## config.mk

```make
export PLATFORM = sky130hd
export DESIGN_NAME = cacheline_adapter
export DESIGN_NICKNAME = d
export VERILOG_FILES = /design/src/rtl/cacheline_adapter.sv
export SDC_FILE = /design/constraint.sdc
export NUM_CORES = 2
export LEC_CHECK = 0
export ABC_CLOCK_PERIOD_IN_PS = 4300
export CAP_MARGIN = 20
export CORE_AREA = 2 2 299 301
export CTS_CLUSTER_SIZE = 16
export DETAILED_ROUTE_END_ITERATION = 16
export DIE_AREA = 0 0 301 303
export PLACE_DENSITY = 0.73
export SETUP_SLACK_MARGIN = 0.15
export SKIP_LAST_GASP = 1
export SYNTH_ARGS = -nofsm -noshare
export SYNTH_HDL_FRONTEND = slang
export SYNTH_SLANG_ARGS = --single-unit
```

## constraint.sdc

```tcl
create_clock -name clk -period 4.3 [get_ports clk]
set_input_delay 0.86 -clock clk [delete_from_list [all_inputs] [get_ports clk]]
set_output_delay 0.86 -clock clk [all_outputs]
set_load 0.01 [all_outputs]
```

## src/rtl/cacheline_adapter.sv

```systemverilog
// cacheline_adapter: converts single 256-bit cacheline read/write requests
// into 4-beat 64-bit bursts on the burst-memory port and reassembles read
// bursts into a full line. One transaction outstanding at a time.
module cacheline_adapter #(
   parameter int unsigned DATA_W = 64,
   parameter int unsigned LINE_W = 256
) (
   input  logic              clk,
   input  logic              rst,
   // cache-facing side
   input  logic [31:0]       dfp_addr_i,
   input  logic              dfp_read_i,
   input  logic              dfp_write_i,
   input  logic [LINE_W-1:0] dfp_wdata_i,
   output logic              dfp_ready_o,
   output logic [31:0]       dfp_raddr_o,
   output logic [LINE_W-1:0] dfp_rdata_o,
   output logic              dfp_rvalid_o,
   // burst-memory side
   output logic [31:0]       bmem_addr_o,
   output logic              bmem_read_o,
   output logic              bmem_write_o,
   output logic [DATA_W-1:0] bmem_wdata_o,
   input  logic              bmem_ready_i,
   input  logic [31:0]       bmem_raddr_i,
   input  logic [DATA_W-1:0] bmem_rdata_i,
   input  logic              bmem_rvalid_i
);

   localparam int unsigned BEATS      = LINE_W / DATA_W;
   localparam int unsigned CNT_W      = $clog2(BEATS);
   localparam int unsigned OFF_W      = $clog2(DATA_W);
   localparam int unsigned LINE_BYTES = LINE_W / 8;
   localparam logic [31:0] ADDR_MASK  = ~(32'(LINE_BYTES) - 32'd1);
   localparam logic [CNT_W-1:0] LAST_BEAT = CNT_W'(BEATS - 1);

   typedef enum logic [2:0] {
      IDLE     = 3'd0,
      WR_BURST = 3'd1,
      RD_REQ   = 3'd2,
      RD_WAIT  = 3'd3,
      RD_RESP  = 3'd4
   } state_e;

   state_e              state_q, state_d;
   logic [CNT_W-1:0]    cnt_q, cnt_d;
   logic [31:0]         addr_q, addr_d;
   logic [LINE_W-1:0]   wdata_q, wdata_d;
   logic [LINE_W-1:0]   line_q, line_d;

   logic                dfp_ready_q, dfp_ready_d;
   logic                dfp_rvalid_q, dfp_rvalid_d;
   logic [31:0]         dfp_raddr_q, dfp_raddr_d;
   logic [LINE_W-1:0]   dfp_rdata_q, dfp_rdata_d;
   logic [31:0]         bmem_addr_q, bmem_addr_d;
   logic                bmem_read_q, bmem_read_d;
   logic                bmem_write_q, bmem_write_d;
   logic [DATA_W-1:0]   bmem_wdata_q, bmem_wdata_d;

   logic [31:0]         req_addr;
   logic                beat_match;

   assign req_addr   = dfp_addr_i & ADDR_MASK;
   assign beat_match = bmem_rvalid_i && (bmem_raddr_i == addr_q);

   // Next-state and next-output decode; outputs are registered from here.
   always_comb begin
      state_d      = state_q;
      cnt_d        = cnt_q;
      addr_d       = addr_q;
      wdata_d      = wdata_q;
      line_d       = line_q;
      dfp_ready_d  = 1'b0;
      dfp_rvalid_d = 1'b0;
      dfp_raddr_d  = dfp_raddr_q;
      dfp_rdata_d  = dfp_rdata_q;
      bmem_addr_d  = bmem_addr_q;
      bmem_read_d  = 1'b0;
      bmem_write_d = 1'b0;
      bmem_wdata_d = bmem_wdata_q;

      unique case (state_q)
         IDLE: begin
            if (dfp_write_i) begin
               // a simultaneous read is dropped; caches never issue both
               addr_d       = req_addr;
               wdata_d      = dfp_wdata_i;
               cnt_d        = '0;
               state_d      = WR_BURST;
               bmem_addr_d  = req_addr;
               bmem_write_d = 1'b1;
               bmem_wdata_d = dfp_wdata_i[DATA_W-1:0];
            end else if (dfp_read_i) begin
               addr_d      = req_addr;
               state_d     = RD_REQ;
               bmem_addr_d = req_addr;
               bmem_read_d = 1'b1;
            end else begin
               dfp_ready_d = 1'b1;
            end
         end

         WR_BURST: begin
            bmem_write_d = 1'b1;
            if (bmem_ready_i) begin
               cnt_d = cnt_q + CNT_W'(1);
               if (cnt_q == LAST_BEAT) begin
                  state_d      = IDLE;
                  bmem_write_d = 1'b0;
                  dfp_ready_d  = 1'b1;
               end else begin
                  bmem_wdata_d = wdata_q[{cnt_d, OFF_W'(0)} +: DATA_W];
               end
            end
         end

         RD_REQ: begin
            if (bmem_ready_i) begin
               state_d = RD_WAIT;
               cnt_d   = '0;
            end else begin
               bmem_read_d = 1'b1;
            end
         end

         RD_WAIT: begin
            if (beat_match) begin
               line_d[{cnt_q, OFF_W'(0)} +: DATA_W] = bmem_rdata_i;
               cnt_d = cnt_q + CNT_W'(1);
               if (cnt_q == LAST_BEAT) begin
                  state_d      = RD_RESP;
                  dfp_rvalid_d = 1'b1;
                  dfp_rdata_d  = line_d;
                  dfp_raddr_d  = addr_q;
               end
            end
         end

         RD_RESP: begin
            state_d     = IDLE;
            dfp_ready_d = 1'b1;
         end

         default: begin
            state_d     = IDLE;
            dfp_ready_d = 1'b1;
         end
      endcase
   end

   // State, datapath and output registers with synchronous reset.
   always_ff @(posedge clk) begin
      if (rst) begin
         state_q      <= IDLE;
         cnt_q        <= '0;
         addr_q       <= '0;
         wdata_q      <= '0;
         line_q       <= '0;
         dfp_ready_q  <= 1'b0;
         dfp_rvalid_q <= 1'b0;
         dfp_raddr_q  <= '0;
         dfp_rdata_q  <= '0;
         bmem_addr_q  <= '0;
         bmem_read_q  <= 1'b0;
         bmem_write_q <= 1'b0;
         bmem_wdata_q <= '0;
      end else begin
         state_q      <= state_d;
         cnt_q        <= cnt_d;
         addr_q       <= addr_d;
         wdata_q      <= wdata_d;
         line_q       <= line_d;
         dfp_ready_q  <= dfp_ready_d;
         dfp_rvalid_q <= dfp_rvalid_d;
         dfp_raddr_q  <= dfp_raddr_d;
         dfp_rdata_q  <= dfp_rdata_d;
         bmem_addr_q  <= bmem_addr_d;
         bmem_read_q  <= bmem_read_d;
         bmem_write_q <= bmem_write_d;
         bmem_wdata_q <= bmem_wdata_d;
      end
   end

   assign dfp_ready_o  = dfp_ready_q;
   assign dfp_rvalid_o = dfp_rvalid_q;
   assign dfp_raddr_o  = dfp_raddr_q;
   assign dfp_rdata_o  = dfp_rdata_q;
   assign bmem_addr_o  = bmem_addr_q;
   assign bmem_read_o  = bmem_read_q;
   assign bmem_write_o = bmem_write_q;
   assign bmem_wdata_o = bmem_wdata_q;

endmodule

```

==> results.json <==
{
  "port_buffers": 762,
  "initial_utilization_pct": 40.7,
  "worstSetupEndpointType": "register",
  "timing.final.max_slew_violations": 0,
  "vias": 31879,
  "root_buffer": "clkbuf_16",
  "yosysUniqueCellTypes": 39,
  "min_path_type": "register to register",
  "ant_nets": 0,
  "htree_levels": 3,
  "gr-total-overflow": 0,
  "clk_pin_slew_ns": 0.06,
  "crit_top_cell": "buf_4",
  "area_delta_synth_final_pct": 33.3,
  "finalSetupTns_ns": 0,
  "place_congestion": 0.877,
  "grt_use_total_pct": 25.2,
  "die_h_um": 303,
  "r2r_cells": 9,
  "stdcell_count": 5935,
  "first_global_vias": 29053,
  "timing.rr.start": "bmem_addr_o[16]",
  "setup_viol": 0,
  "antenna_found_initial": 37,
  "syn_inst": 4108,
  "cts.sinks": 895,
  "dp_slack_ns": 0.330,
  "syn_area_um2": 35800,
  "hold_viol": 0,
  "synth_top_cell_area_share_pct": 50.1,
  "fin_skew_ns": 0.0288,
  "ctsResizeCount": 0,
  "drive_gt1_share_pct": 6.47,
  "yosys_warnings": 0,
  "ios": 778,
  "die_x_um": 301,
  "cap_viol_max_count": 0,
  "ys_top_cells_by_area": "dfxtp_1 (50%), a211oi_1 (12%), a21oi_1 (7.6%), nor2_1 (6.4%), nand2_1 (6.1%)",
  "worst_setup_path_start_kind": "primary input",
  "tightestPinTransition_ns": 0.984,
  "wl_per_cell_um": 20.3,
  "p_per_area_nw_per_um2": 465,
  "cts_tree": "yes",
  "r2r_setup_slack_ns": 1.27,
  "synthFlopType": "dfxtp_1",
  "hold-worst-slack_ns": 0.452,
  "cts_buffer_depth": 3,
  "fmax_mhz": 302,
  "yosys.area.top_type": "dfxtp_1",
  "rsz0062_at_grt": "no",
  "core_area_um2": 88000,
  "avgSynthCellArea_um2": 8.71,
  "path_buf_inv": 4,
  "synth_edf_count": 0,
  "dr.pass1.iters": 5,
  "grt_pass1_wl_mm": 179,
  "worst-setup-path-type": "primary input to register",
  "fin_crit_sh_pct": 76.9,
  "cpMaxStageDelayCell": "or4_1",
  "p_leak_nw": 15.8,
  "required_ns": 4.85,
  "finalWirelength_mm": 120,
  "insertion_delay_ns": 0.67,
  "setup_slack_ns": 0.992,
  "crit_chain": "clkdlybuf4s50_1 > xnor2_1 > buf_4 > nand4_1 > or4_1 > nor4_2 > buf_12 > buf_4 > nor2_1 > a211oi_1",
  "rows": 109,
  "peakVddDrop_mv": 0.346,
  "min-delay-start": "wdata_q[225]",
  "cp_max_fo": 45,
  "hold_end": "wdata_q[225]",
  "drt_iter0_drc": 2503,
  "post_cts_buffers": 0,
  "dp_cells": 5737,
  "synth.most_common_cell": "dfxtp_1",
  "fin_crit_ns": 3.31,
  "cts_made_buffers": 95,
  "whs_path_depth": 2,
  "seq_area_frac_synth_pct": 50.1,
  "post_cts_hold_buffer_count": 0,
  "crit_family": "buffers and inverters",
  "slew-limit-headroom_pct": 34.4,
  "grt_max_degree": 152,
  "die_area_um2": 91200,
  "synthTopCellsByCount": "dfxtp_1 (895), nor2_1 (608), nand2_1 (580)",
  "status": "complete, no violations",
  "vias_per_cell": 5.37,
  "slowest_delay_ns": 0.64,
  "drc": 0,
  "layout.nets": 5065,
  "hpwl_mm": 82.2,
  "ys_ff_latch": 895,
  "async_reset_ff_share_pct": 0,
  "cp_num_cells": 10,
  "r2r_end": "dfp_rdata_o[173]",
  "cp.arrival_ns": 3.86
}
-- metal layers --
metal | vias to the layer above | wire [um] | global-route usage, %
met5 | - | 89 | 0
met4 | 14 | 4560 | 10.9
met3 | 234 | 9660 | 6.22
met2 | 1184 | 55300 | 39.4
met1 | 15051 | 50800 | 33.0
li1 | 15396 | - | -
-- cell usage in the layout (no fill, tap or decap), drive strengths merged, types with 4 or more instances in the layout --
cell type / instances
o21ai: 4
nor3: 10
conb: 10
clkbuf: 139
nor2: 608
clkdlybuf4s50: 761
mux2i: 93
nand3: 4
bufinv: 8
clkinv: 18
diode: 28
nand2b: 5
nand3b: 4
nor2b: 263
mux4: 64
xnor2: 16
a211oi: 578
ha: 6
nand4: 7
dfxtp: 895
xor2: 12
a21oi: 545
inv: 10
buf: 77
nor4: 8
nand2: 580
-- state kept, by name, summed over array words and instances, names as in the netlist, 2 cells and up --
register,cells
dfp_rdata_o,256
line_q,256
wdata_q,256
bmem_wdata_o,64
bmem_addr_o,27
dfp_raddr_o,27
state_q,3
cnt_q,2
-- kinds of logic (layout without fill, tap and decap cells) --
logic type	count (synthesis)	after routing	synth area share (%)
AO/OA/AOI/OAI	1133	1133	19.9
AND/OR/NAND/NOR	1498	1498	17.9
buffers and inverters	390	1015	4.52
flip-flops	895	895	50.1
XOR/XNOR	28	28	0.685
multiplexers	157	157	6.63
other	1	38	0.0105
adder cells (fa/ha/maj)	6	6	0.210
-- cell type report --
| class | count | area [um^2] |
|---|---|---|
| fill | 7790 | 40300 |
| sequential | 895 | 17900 |
| multi-input combinational | 2832 | 16400 |
| timing repair buffer | 838 | 8590 |
| clock buffer | 139 | 2760 |
| tap | 1165 | 1460 |
| clock inverter | 31 | 470 |
| antenna | 28 | 70.1 |
| inverter | 7 | 26.3 |
-- tightest hold or removal path, cell delays in order, from the launching register on --
cell and delay (ns):
dfxtp_1 0.31, nand2_1 0.05, a21oi_1 0.05
-- report_power, final --
part	switching, mW	total, mW	internal (mW)	leakage (nW)
sequential	0.392	9.26	8.87	7.26
combinational	2.67	4.49	1.82	6.97
clock	3.49	8.45	4.96	1.58
-- worst max path at each step --
| stage | from | to |
|---|---|---|
| 2_1_floorplan | bmem_raddr_i[0] | dfp_raddr_o[13] |
| 3_3_place_gp | bmem_raddr_i[16] | dfp_rdata_o[110] |
| 3_5_place_dp | bmem_raddr_i[16] | dfp_rdata_o[198] |
| 4_1_cts | bmem_raddr_i[16] | dfp_rdata_o[104] |
| 5_1_grt | bmem_raddr_i[16] | dfp_rdata_o[172] |
| 6_report | bmem_raddr_i[16] | dfp_rdata_o[173] |
-- stage by stage --
stage | utilization (%) | power [mW] | cell area, um^2
after detailed placement | 50.5 | 13.9 | 44400
after floorplan | - | 11.9 | 35800
final | 54.2 | 22.2 | 47700
after CTS | 54.1 | 22.3 | 47600
after global routing | 54.2 | 23.1 | 47700
after global placement | 50.5 | 13.8 | 44400
(Power assumes the default switching activity.)
